===== src/rtl/k423_if_fetch_buf.sv =====
// k423 instruction-fetch front end.
// Issues sequential fetches with a bounded number in flight, tags each
// in-order response with the PC that requested it, queues the results in a
// small instruction buffer and streams them to ID. A branch flush redirects
// the PC, empties the buffer and marks every in-flight response as stale.
module k423_if_fetch_buf #(
  parameter int                ADDR_W    = 32,
  parameter int                INST_W    = 32,
  parameter int                OSTD_N    = 2,
  parameter int                BUF_DEPTH = 4,
  parameter logic [ADDR_W-1:0] RST_PC    = ADDR_W'(32'h8000_0000)
) (
  input  logic              clk_i,
  input  logic              rst_n_i,
  input  logic              pcu_stall_i,
  input  logic              pcu_flush_i,
  input  logic [ADDR_W-1:0] flush_pc_i,
  output logic              if_mem_req_vld_o,
  output logic              if_mem_req_wen_o,
  output logic [ADDR_W-1:0] if_mem_req_addr_o,
  output logic [INST_W-1:0] if_mem_req_wdata_o,
  input  logic              if_mem_req_rdy_i,
  input  logic              if_mem_rsp_vld_i,
  input  logic [INST_W-1:0] if_mem_rsp_rdata_i,
  output logic              if_stage_vld_o,
  input  logic              id_stage_rdy_i,
  output logic [ADDR_W-1:0] if_pc_o,
  output logic [INST_W-1:0] if_inst_o
);

  localparam int CNT_W     = $clog2(OSTD_N) + 1;
  localparam int BUF_CNT_W = $clog2(BUF_DEPTH) + 1;
  localparam int TAG_AW    = (OSTD_N > 1) ? $clog2(OSTD_N) : 1;
  localparam int BUF_AW    = (BUF_DEPTH > 1) ? $clog2(BUF_DEPTH) : 1;
  localparam logic [ADDR_W-1:0] PC_INC = ADDR_W'(INST_W / 8);

  logic [ADDR_W-1:0]    pc;
  logic [CNT_W-1:0]     ostd_cnt;
  logic [CNT_W-1:0]     drop_cnt;
  logic [BUF_CNT_W-1:0] buf_cnt;

  logic [TAG_AW-1:0]    tag_wr_ptr;
  logic [TAG_AW-1:0]    tag_rd_ptr;
  logic [ADDR_W-1:0]    tag_mem [OSTD_N];

  logic [BUF_AW-1:0]    buf_head;
  logic [BUF_AW-1:0]    buf_tail;
  logic [ADDR_W-1:0]    buf_pc   [BUF_DEPTH];
  logic [INST_W-1:0]    buf_inst [BUF_DEPTH];

  logic credit;
  logic drop_room;
  logic req_vld;
  logic req_fire;
  logic rsp_fire;
  logic rsp_keep;
  logic out_vld;
  logic out_pop;

  // Pointer advance that also works for depths of one.
  function automatic logic [TAG_AW-1:0] tag_next(input logic [TAG_AW-1:0] p);
    return (int'(p) == OSTD_N - 1) ? '0 : p + TAG_AW'(1);
  endfunction

  function automatic logic [BUF_AW-1:0] buf_next(input logic [BUF_AW-1:0] p);
    return (int'(p) == BUF_DEPTH - 1) ? '0 : p + BUF_AW'(1);
  endfunction

  // Issue/handshake decode; every accepted request already owns a buffer slot.
  always_comb begin
    credit    = ((int'(ostd_cnt) + int'(buf_cnt)) < BUF_DEPTH) && (int'(ostd_cnt) < OSTD_N);
    drop_room = (int'(drop_cnt) + int'(ostd_cnt)) < OSTD_N;
    req_vld   = ~pcu_stall_i & ~pcu_flush_i & credit & drop_room;
    req_fire  = req_vld & if_mem_req_rdy_i;
    rsp_fire  = if_mem_rsp_vld_i & (ostd_cnt != '0);
    rsp_keep  = rsp_fire & (drop_cnt == '0) & ~pcu_flush_i;
    out_vld   = (buf_cnt != '0);
    out_pop   = out_vld & id_stage_rdy_i & ~pcu_flush_i;
  end

  assign if_mem_req_vld_o   = req_vld;
  assign if_mem_req_wen_o   = 1'b0;
  assign if_mem_req_addr_o  = pc;
  assign if_mem_req_wdata_o = '0;

  assign if_stage_vld_o = out_vld;
  assign if_pc_o        = out_vld ? buf_pc[buf_head]   : '0;
  assign if_inst_o      = out_vld ? buf_inst[buf_head] : '0;

  // PC: redirect on flush, otherwise step past each accepted request.
  always_ff @(posedge clk_i or negedge rst_n_i) begin
    if (!rst_n_i) begin
      pc <= RST_PC;
    end else if (pcu_flush_i) begin
      pc <= flush_pc_i;
    end else if (req_fire) begin
      pc <= pc + PC_INC;
    end
  end

  // In-flight count and tag FIFO pointers; the FIFO keeps draining across flushes.
  always_ff @(posedge clk_i or negedge rst_n_i) begin
    if (!rst_n_i) begin
      ostd_cnt   <= '0;
      tag_wr_ptr <= '0;
      tag_rd_ptr <= '0;
    end else begin
      case ({req_fire, rsp_fire})
        2'b10:   ostd_cnt <= ostd_cnt + CNT_W'(1);
        2'b01:   ostd_cnt <= ostd_cnt - CNT_W'(1);
        default: ostd_cnt <= ostd_cnt;
      endcase
      if (req_fire) tag_wr_ptr <= tag_next(tag_wr_ptr);
      if (rsp_fire) tag_rd_ptr <= tag_next(tag_rd_ptr);
    end
  end

  // Stale-response count. Responses already marked stale are a subset of
  // ostd_cnt, so after a flush everything still in flight is stale; this keeps
  // back-to-back flushes from counting the same response twice.
  always_ff @(posedge clk_i or negedge rst_n_i) begin
    if (!rst_n_i) begin
      drop_cnt <= '0;
    end else if (pcu_flush_i) begin
      drop_cnt <= drop_cnt + (ostd_cnt - drop_cnt) - (rsp_fire ? CNT_W'(1) : CNT_W'(0));
    end else if (rsp_fire && (drop_cnt != '0)) begin
      drop_cnt <= drop_cnt - CNT_W'(1);
    end
  end

  // Instruction buffer control: flush empties it, otherwise push/pop together.
  always_ff @(posedge clk_i or negedge rst_n_i) begin
    if (!rst_n_i) begin
      buf_head <= '0;
      buf_tail <= '0;
      buf_cnt  <= '0;
    end else if (pcu_flush_i) begin
      buf_head <= '0;
      buf_tail <= '0;
      buf_cnt  <= '0;
    end else begin
      if (rsp_keep) buf_tail <= buf_next(buf_tail);
      if (out_pop)  buf_head <= buf_next(buf_head);
      case ({rsp_keep, out_pop})
        2'b10:   buf_cnt <= buf_cnt + BUF_CNT_W'(1);
        2'b01:   buf_cnt <= buf_cnt - BUF_CNT_W'(1);
        default: buf_cnt <= buf_cnt;
      endcase
    end
  end

  // Storage arrays; contents are only observed through valid pointers.
  always_ff @(posedge clk_i) begin
    if (req_fire) tag_mem[tag_wr_ptr] <= pc;
    if (rsp_keep) begin
      buf_pc[buf_tail]   <= tag_mem[tag_rd_ptr];
      buf_inst[buf_tail] <= if_mem_rsp_rdata_i;
    end
  end

  // A response with nothing outstanding is a memory protocol violation.
  rsp_without_req: assert property (@(posedge clk_i) disable iff (!rst_n_i)
    !(if_mem_rsp_vld_i && (ostd_cnt == '0)))
    else $error("k423_if_fetch_buf: response with no request outstanding");

endmodule


===== config.mk =====
export PLATFORM = sky130hd
export DESIGN_NAME = k423_if_fetch_buf
export DESIGN_NICKNAME = d
export VERILOG_FILES = /design/src/rtl/k423_if_fetch_buf.sv
export SDC_FILE = /design/constraint.sdc
export NUM_CORES = 1
export LEC_CHECK = 0
export ABC_AREA = 1
export ABC_CLOCK_PERIOD_IN_PS = 5270
export CELL_PAD_IN_SITES_DETAIL_PLACEMENT = 0
export CELL_PAD_IN_SITES_GLOBAL_PLACEMENT = 1
export CORE_AREA = 2 2 216 175
export CTS_CLUSTER_DIAMETER = 150
export DETAILED_ROUTE_END_ITERATION = 6
export DIE_AREA = 0 0 218 177
export GPL_TIMING_DRIVEN = 1
export PLACE_DENSITY = 0.81
export SLEW_MARGIN = 25
export SYNTH_ARGS = -nofsm -noshare
export SYNTH_HDL_FRONTEND = slang
export SYNTH_SLANG_ARGS = --single-unit

===== constraint.sdc =====
create_clock -name clk_i -period 5.27 [get_ports clk_i]
set_clock_uncertainty 0.05 [all_clocks]
set_input_delay 0.527 -clock clk_i [delete_from_list [all_inputs] [get_ports clk_i]]
set_output_delay 0.527 -clock clk_i [all_outputs]
set_load 0.05 [all_outputs]

* After elaboration in Yosys (flattened, before gate mapping) *
Memory sizes are Yosys's and may differ from the RTL's.
Cells that the tools add are included.

storage, ports and cells
  memory bits (writable) = 320
  word-level logic and storage cells = 80
  flip-flop bits (word level) = 45
  bits of input ports = 71
  memories = 3

operators by class
  reductions and logical operators = 12
  mux-type cells = 22
  add/sub/neg operators = 15
  equality and inequality tests = 6
  bitwise operators = 11
  order comparisons = 3

memories
  name      depth  bits a word  rd ports  clocked after Yosys merged registers in  wr ports  line  RTL
  buf_inst  4      32           1         0                                        1         49    logic [INST_W-1:0] buf_inst [BUF_DEPTH];
  buf_pc    4      32           1         0                                        1         48    logic [ADDR_W-1:0] buf_pc [BUF_DEPTH];
  tag_mem   2      32           1         0                                        1         44    logic [ADDR_W-1:0] tag_mem [OSTD_N];

operators with widths
  cell                                                                   count
  32-bit 2-to-1 mux                                                      4
  32-bit by 3-bit adder with 32-bit output (second input constant)       1
  2-bit 2-to-1 mux                                                       8
  2-bit nonzero test                                                     7
  1-bit bitwise AND                                                      9
  2-bit by 1-bit == test with 1-bit output (second input constant)       4
  1-bit 2-to-1 mux                                                       7
  2-bit by 1-bit adder with 2-bit output (second input constant)         3
  3-bit one-hot mux with 2 select lines                                  1
  3-bit nonzero test                                                     2
  2-bit by 3-bit adder with 4-bit output                                 1
  2-bit == test (second input constant)                                  2
  4-bit by 3-bit < comparator with 1-bit output (second input constant)  1
  2-bit one-hot mux with 2 select lines                                  1
  2-bit by 1-bit subtractor with 2-bit output (second input constant)    2
  2-bit by 2-bit adder with 3-bit output                                 1
  3-bit by 1-bit adder with 3-bit output (second input constant)         1
  3-bit by 2-bit < comparator with 1-bit output (second input constant)  1
  3-bit 2-to-1 mux                                                       1
  3-bit by 1-bit subtractor with 3-bit output (second input constant)    1
  1-bit adder (second input constant)                                    2
  2-bit adder                                                            1
  1-bit logical AND                                                      2
  2-bit zero test                                                        1
  other kinds (4)                                                        5

* Logic depth before layout (Yosys ltp) *
  word-level depth = 8
  mapped depth = 14
  mapped depth without buffers = 12

* Worst setup path before layout *
No wires, ideal clock.

  path kind = reg-to-reg
  start = register drop_cnt[0]
  end = memory buf_inst[0][0] (enable)
  path slack = 0.995 ns
  stages on the path, launching flop included = 7
  clock period less this slack = 4.275 ns
  data arrival time = 3.739 ns
  required time = 4.734 ns
  path through = dfrtp_1 inv_1 ha_1 nand3_1 nor2_1 inv_1 nor2_1

between the ends
  cells in the longest elaborated chain, start to end = 5

ends and longest elaborated chain
  item                                    line  RTL
  start, declared                         39    logic [CNT_W-1:0] drop_cnt;
  start signal, assigned                  125   drop_cnt <= drop_cnt + (ostd_cnt - drop_cnt) - (rsp_fire ? CNT_W'(1) : CNT_W'(0));
  start signal, assigned                  127   drop_cnt <= drop_cnt - CNT_W'(1);
  2-bit zero test                         76    rsp_keep = rsp_fire & (drop_cnt == '0) & ~pcu_flush_i;
  1-bit bitwise AND (2 in a row)          76
  1-bit 2-to-1 mux                        155   if (rsp_keep) begin
  1-bit 2-to-1 mux (not written as such)  157   buf_inst[buf_tail] <= if_mem_rsp_rdata_i;
  end, declared                           49

Every way passes these cells.

* Final worst setup path *
  start = register buf_head[0]
  end = output port if_pc_o[10]

between the ends
  cells in the longest elaborated chain, start to end = 2

ends and longest elaborated chain
  item                    line  RTL
  start, declared         46    logic [BUF_AW-1:0] buf_head;
  start signal, assigned  143   if (out_pop) buf_head <= buf_next(buf_head);
  memory 4 x 32 bit       n/a
  32-bit 2-to-1 mux       87    assign if_pc_o = out_vld ? buf_pc[buf_head] : '0;
  end, declared           27    output logic [ADDR_W-1:0] if_pc_o,

Every way passes these cells.

==> results.md <==
* Outcome: finished clean
* Postcts setup bufs at 0
* Final Hold Vio Count at 0
* Hold_buf cts at 0
* Routability cong. at 0.891
* Reg2Reg Depth at 7
* # rows at 63
* Die area at 38600 um^2
* Clk Latency, worst-skew pair at 0.53 ns
* Fin util at 0.521
* Gr usage total at 0.194
* Crit start category: register
* Final worst-path cycle share at 0.743
* Mean cell area of the mapped netlist at 10.6 um^2
* Initial antenna violation count at 0
* Fin Hold WS at 0.0431 ns
* Syn. warnings at 0
* # resized after CTS at 0
* Die Span Y at 177 um
* Worst-margin pin slew at 1.03 ns
* Level count of the clock H-tree at 2
* Vias in the first global route at 10300
* Core area at 36600 um^2
* DRT Wirelength at 37200 um
* Final setup vio count at 0
* Post-synth EDFFs at 320
* Fin crit period at 3.91 ns
* Number of vias per cell at 4.97
* Chip width at 218 um
* Reg clk slew, reported paths at 0.06 ns
* Syn Inst Count at 1490
* NumNets Final at 1727
* Static Leak at 7.10 nW
* Clock Sinks at 365
* Worst endpoint data arrival time at 3.34 ns
* Rel. slew slack at 0.316
* I/O Buffers at 168
* WS Path Type: register to output port
* Max frequency at 256 MHz
* Synth cell types at 35
* Via count at 10700
* Global-route wire length before repair at 57700 um
* Final slew viol count at 0
* Ys async rst share at 0.123
* GRT Residual Overflow at 0
* Fill count at 3208
* RSZ-0062 raised after global routing: false
* I/O pin count at 202
* Detailed Place HPWL at 23000 um
* Layout cells sized above 1 at 0.0707
* Iteration-0 DRC count of the detailed router at 972
* Register area share after synthesis at 0.678
* Netlist area before placement at 15800 um^2
* Crit path capture type: output port
* Pwr dens at 450 nW/um^2
* N_diodes at 0
* CTS root buf: clkbuf_16
* Initial core utilization at 0.433
* Largest net degree at the start of global routing at 96
* WP data required at 4.69 ns
* Setup_tns at 0 ns
* CTS tree: yes
* Worst Hold Class: input pin to async pin
* Seq cells post-synth at 365
* Primary FF master, synth: edfxtp_1
* Crit-path max FO at 95
* Max-cap violations at 0
* Routed len/inst at 17.3 um
* Num CTS Buffers at 37
* Area Growth Syn to Fin at 20.3%
* DRT Pass-1 Iters at 5
* Worst IR drop on VDD at 203 uV
* Clk buf depth at 3
* Post-route ant nets at 0
* Post-route DRC at 0
-- metrics by stage --
stage | power (mW) | std cells | setup slack, ns | instance area (um^2)
after floorplan | 5.25 | 1522 | 0.995 | 16000
after global placement | 5.98 | 2091 | 1.94 | 17800
after detailed placement | 6.03 | 2091 | 1.91 | 17800
after CTS | 8.64 | 2155 | 1.35 | 19000
after global routing | 8.97 | 2155 | 1.16 | 19000
final | 8.57 | 2155 | 1.36 | 19000
-- state kept, by name, indices dropped and copies added (netlist names), 2 cells and up --
register and cells:
ostd_cnt 2, buf_head 2, tag_mem 64, buf_tail 2, drop_cnt 2, buf_cnt 3, buf_pc 128, buf_inst 128
if_mem_req_addr_o 32
-- cell usage in the layout (no fill, tap or decap), types with 2 or more instances in the layout --
cell | Yosys | final
nand2_1 | 325 | 325
edfxtp_1 | 320 | 320
nor2_1 | 311 | 305
clkdlybuf4s50_1 | 0 | 167
o21ai_0 | 138 | 138
a21oi_1 | 69 | 69
inv_1 | 62 | 60
nand3_1 | 43 | 43
dfrtp_1 | 44 | 41
clkbuf_16 | 0 | 38
conb_1 | 1 | 33
buf_4 | 35 | 14
nand2_2 | 11 | 11
nand3_2 | 11 | 11
ha_1 | 9 | 9
xnor2_1 | 8 | 8
clkinv_1 | 3 | 8
clkinv_2 | 0 | 7
xor2_1 | 6 | 6
inv_2 | 5 | 6
nor2_2 | 4 | 6
clkbuf_1 | 31 | 6
nor2_4 | 1 | 5
fa_1 | 4 | 4
bufinv_16 | 0 | 4
o21ai_1 | 3 | 3
nand2_4 | 2 | 2
dfrtp_2 | 0 | 2
clkinvlp_4 | 0 | 2
-- area by class of cell --
cell class / instances / area, um^2 / area share
timing repair buffer: 183 / 1800 / 0.0946
clock inverter: 19 / 220 / 0.0116
tap: 487 / 609 / 0.0320
clock buffer: 45 / 987 / 0.0518
sequential: 365 / 10700 / 0.564
multi-input combinational: 984 / 4410 / 0.231
inverter: 72 / 282 / 0.0148
-- worst max-delay path: stages, from the launching register on --
cell and delay [ns]:
dfrtp_4 0.62, clkinv_2 0.09, buf_4 0.65, o21ai_0 0.36, a21oi_1 0.24, clkdlybuf4s50_1 0.82
-- power by group --
group | switching [mW] | internal, mW
Sequential | 0.218 | 3.44
Combinational | 1.63 | 0.661
Clock | 1.08 | 1.54
-- final timing paths --
kind                                           start               endpoint  slack, ns
worst max-delay path                     buf_head[0]            if_pc_o[10]       1.36
worst min-delay path                         rst_n_i  if_mem_req_addr_o[21]       0.04
worst max register to register           drop_cnt[0]         buf_inst[2][3]       2.43
worst min register to register  if_mem_req_addr_o[0]          tag_mem[1][0]       0.49
max in group asynchronous                    rst_n_i            buf_head[0]       4.63
min in group clk_i              if_mem_req_addr_o[0]          tag_mem[1][0]       0.49
-- synth_stat cells, types with 12 or more instances --
master    count  area share
nand2_1     325       0.077
edfxtp_1    320        0.61
nor2_1      311       0.074
o21ai_0     138       0.044
a21oi_1      69       0.022
inv_1        62       0.015
dfrtp_1      44       0.070
nand3_1      43       0.014
buf_4        35       0.017
clkbuf_1     31      0.0073
buf_2        18      0.0057
buf_1        12      0.0028
-- routing by layer --
| metal | global-route usage | vias up | routed length (um) |
|---|---|---|---|
| met1 | 0.291 | 5106 | 18000 |
| met2 | 0.295 | 341 | 16400 |
| met5 | 0 | - | 0 |
| met3 | 0.0332 | 44 | 2240 |
| li1 | - | 5224 | - |
| met4 | 0.0437 | 0 | 562 |
-- cells by family after synthesis --
group           count (synthesis)  share of synthesized area
compound gates                213                     0.0678
xor+xnor                       14                    0.00774
fa+ha+maj                      13                     0.0122
buf+inv                       173                     0.0537
flops                         365                      0.678
other cells                     1                   0.000237
simple gates                  711                      0.181
(Power assumes the default switching activity.)
==> patch 1, RTL diff (config.mk and constraints unchanged) <==
`ADDR_W`: 32 -> 64.
--- a/src/rtl/k423_if_fetch_buf.sv
+++ b/src/rtl/k423_if_fetch_buf.sv
@@ -5,5 +5,5 @@
 // the PC, empties the buffer and marks every in-flight response as stale.
 module k423_if_fetch_buf #(
-  parameter int                ADDR_W    = 32,
+  parameter int                ADDR_W    = 64,
   parameter int                INST_W    = 32,
   parameter int                OSTD_N    = 2,
Ports: changed (resized flush_pc_i, if_mem_req_addr_o and if_pc_o); port bits go from 202 to 298. No check against the original RTL was run, so the function may have changed too.
==> patch 1 against the original RTL <==
The flow now stops in global placement. Synthesized area is 62% higher.
==> patch 1: results (changes against the original RTL) <==
| Metric | Value |
|---|---|
| Synth async-reset ratio | 0.131 (+0.00744) |
| Outcome | did not finish |
| Post-synthesis mux area share | 0 (unchanged) |
| Fail Step | global placement |
| Synth Area in XOR/XNOR | 0.0123 (+0.00458) |
| Sequential-to-total area share from yosys stat | 0.676 (-0.00156) |
| Syn. warnings | 0 (unchanged) |
| Top post-synthesis cells by count | nand2_1, edfxtp_1, nor2_1 |
| Mean Syn Cell Area | 10.5 um2 (-1.4%) |
| Unique masters post-synth | 37 (+5.7%) |
| Ys flop type | edfxtp_1 |
| Post-synthesis sequential element count | 589 (+61%) |
| Err | [ERROR GPL-0301] Utilization 102.324 % exceeds 100%. |
| FP Rows | 63 (unchanged) |
| Most numerous cell in the Yosys netlist | nand2_1 |
| Synth Area in Adders | 0.00802 (-0.00414) |
| Synth Area in Compound Gates | 0.0696 (+0.00186) |
| Number of flops mapped to enable cells by yosys | 512 (+60%) |
| Synth top area cells | edfxtp_1, nand2_1, nor2_1, dfrtp_1, o21ai_0 |
| PortBufs | 264 (+57%) |
patch 1: changes by cell type after synthesis, sizes merged, moves of 9 or more:
cell	change
nand3	+15
xor2	+24
nor2	+218
o21ai	+97
edfxtp	+192
buf	+17
inv	+31
nand4	+9
o211ai	+10
dfrtp	+32
nand2	+252
a21oi	+29
clkbuf	+25
patch 1: kinds of logic after synthesis:
kind of cell	Yosys count
simple gates	1208
compound gates	349
buf+inv	244
flops	589
other cells	1
xor+xnor	36
fa+ha+maj	14
==> patch 2, RTL diff (same flow settings) <==
Made on the original files. Make the reset (`rst_n_i`) synchronous in 4 clocked blocks.
--- a/src/rtl/k423_if_fetch_buf.sv
+++ b/src/rtl/k423_if_fetch_buf.sv
@@ -89,5 +89,5 @@
 
   // PC: redirect on flush, otherwise step past each accepted request.
-  always_ff @(posedge clk_i or negedge rst_n_i) begin
+  always_ff @(posedge clk_i) begin
     if (!rst_n_i) begin
       pc <= RST_PC;
@@ -100,5 +100,5 @@
 
   // In-flight count and tag FIFO pointers; the FIFO keeps draining across flushes.
-  always_ff @(posedge clk_i or negedge rst_n_i) begin
+  always_ff @(posedge clk_i) begin
     if (!rst_n_i) begin
       ostd_cnt   <= '0;
@@ -119,5 +119,5 @@
   // ostd_cnt, so after a flush everything still in flight is stale; this keeps
   // back-to-back flushes from counting the same response twice.
-  always_ff @(posedge clk_i or negedge rst_n_i) begin
+  always_ff @(posedge clk_i) begin
     if (!rst_n_i) begin
       drop_cnt <= '0;
@@ -130,5 +130,5 @@
 
   // Instruction buffer control: flush empties it, otherwise push/pop together.
-  always_ff @(posedge clk_i or negedge rst_n_i) begin
+  always_ff @(posedge clk_i) begin
     if (!rst_n_i) begin
       buf_head <= '0;
Formal check against the unedited RTL: differs if rst_n_i is asserted again (counterexample within 4 cycles, from zero or initial values and one cycle with rst_n_i low); with rst_n_i held inactive, the same outputs for 4 cycles.
==> patch 2 against the original RTL <==
Highest routed layer unchanged. Critical path depth grew 1. Synthesized area shrank 1.7%. First-iteration DRC count decreased by 16%. Worst hold slack better by 0.38 ns. Sequential cell count up 3. Routed wire length fell by 2.3%. Global-route usage down 0.53 points. Cell area decreased by 1.0%. Utilization shrank 0.52 points. Non-clock buffer count unchanged. Setup slack got worse by 0.18 ns. Count of clock-buffer cells in the layout rose by 7.
Power is not compared: it rests on default switching activity, and its combinational part moved more than twofold at a synthesized area within 25%.
==> patch 2: results (changes against the original RTL) <==
| Metric | Value |
|---|---|
| Layout cells sized above 1 | 0.0892 (+0.0185) |
| Switching Fraction | 0.227 |
| Final GP Congestion | 0.827 (-7.2%) |
| Worst Reg2Reg Path Length in Cells | 4 (-3) |
| Synth async-reset ratio | 0 (-0.123) |
| Crit-path max FO | 80 (-16%) |
| R2R Path Start | ostd_cnt[1] |
| Fmax | 244 MHz (-4.5%) |
| Top post-synthesis cells by count | nor2_1, edfxtp_1, o21ai_0 |
| CTS max path bufs | 3 (unchanged) |
| H-tree levels | 2 (unchanged) |
| Global-route total usage across every layer | 0.188 (-0.00535) |
| Met3 GRT Util | 0.0328 (-0.000344) |
| Min-Delay Startpoint | tag_rd_ptr |
| Worst-margin pin slew | 0.990 ns (-0.0359 ns) |
| First-pass GRT wire length | 56.1 mm (-2.8%) |
| Met2 usage in global routing | 0.283 (-0.0124) |
| Most numerous cell in the Yosys netlist | nor2_1 |
| Outcome | complete, no violations |
| Post-DP Area | 17600 um2 (-1.1%) |
| Detailed Routing Iterations Pass 1 | 5 (unchanged) |
| Pre-CTS setup slack | 1.70 ns (-0.214 ns) |
| Sequential-to-total area share from yosys stat | 0.679 (+0.00130) |
| Initial drt markers | 817 (-16%) |
| Worst hold margin | 0.427 ns (+0.383 ns) |
| Post-detail-place hpwl | 22.6 mm (-1.5%) |
| Max VDD drop | 0.222 mV |
| Vias in the first global route | 9903 (-3.8%) |
| HP Class | flop to flop |
| Number of nets in the layout | 1627 (-5.8%) |
| Clock latency on the worst-skew pair | 0.53 ns (about the same) |
| Global-route track usage on met1 | 0.283 (-0.00806) |
| Worst Path Arrival | 3.52 ns (+0.18 ns) |
| Unique masters post-synth | 44 (+26%) |
| Syn. warnings | 0 (unchanged) |
| Critical R2R Capture | buf_inst[3][28] |
| DRT Wirelength | 36.4 mm (-2.3%) |
| Synth top area cells | edfxtp_1, nor2_1, dfxtp_1, o21ai_0, nand2_1 |
| Pin count of the biggest net entering global routing | 81 (-16%) |
| Setup slack, reg-to-reg | 2.50 ns (+0.07 ns) |
| Max stage delay on crit path | 0.86 ns (+0.04 ns) |
| Vias per inst | 5.05 (+1.6%) |
[patch 2: critical path, delay by kind of cell (launching register included)]
kind / cells / cell delay (ns)
compound gates: 2 / 0.40
flops: 1 / 0.69
simple gates: 2 / 0.24
buf+inv: 2 / 1.64
[patch 2: metal layers]
metal | vias to the layer above | wire length (um)
li1 | 5011 | -
met1 | 4949 | 17500
met2 | 370 | 15700
met3 | 54 | 2450
met4 | 0 | 728
met5 | - | 0
[patch 2: worst max path at each step]
stage	startpoint	end	depth (start not counted)
global route	flop	if_inst_o[30]	6
floorplan	pcu_flush_i	buf_inst[0][0]	4
global placement	flop	if_pc_o[14]	6
finish	flop	if_pc_o[14]	6
CTS	flop	if_pc_o[14]	6
detailed placement	flop	if_pc_o[14]	6
[patch 2: layout make-up]
class | instances | area [um2]
well taps | 487 | 609
clock buffers | 52 | 1020
multi-input cells | 872 | 4320
repair buffers | 183 | 1840
fillers | 3175 | 17700
clock inverters | 15 | 186
inverters | 79 | 299
flip-flops and latches | 368 | 10600
[patch 2: through the flow]
stage                util  cells
floorplan               -   1415
global placement    0.483   1989
detailed placement  0.483   1989
CTS                 0.516   2056
global route        0.516   2056
finish              0.516   2056
[patch 2: power by group through the flow]
stage          logic (W)  clock network [W]  registers (W)
6_report        0.000528            0.00261        0.00330
5_1_grt         0.000575            0.00277        0.00331
4_1_cts         0.000532            0.00266        0.00330
3_5_place_dp    0.000528                  0        0.00336
3_3_place_gp    0.000523                  0        0.00336
2_1_floorplan   0.000306                  0        0.00340
[patch 2: kinds of logic (layout without fill, tap and decap cells)]
family | after synthesis | count (layout) | share of synthesized area
and+or+nand+nor | 505 | 505 | 0.130
DFF | 368 | 368 | 0.679
AOI/OAI and AO/OA | 273 | 273 | 0.0924
buffers and inverters | 175 | 329 | 0.0531
muxes | 32 | 32 | 0.0232
adders and majority gates | 15 | 15 | 0.0140
xor gates and xnor gates | 14 | 14 | 0.00788
other | 1 | 33 | 0.000241
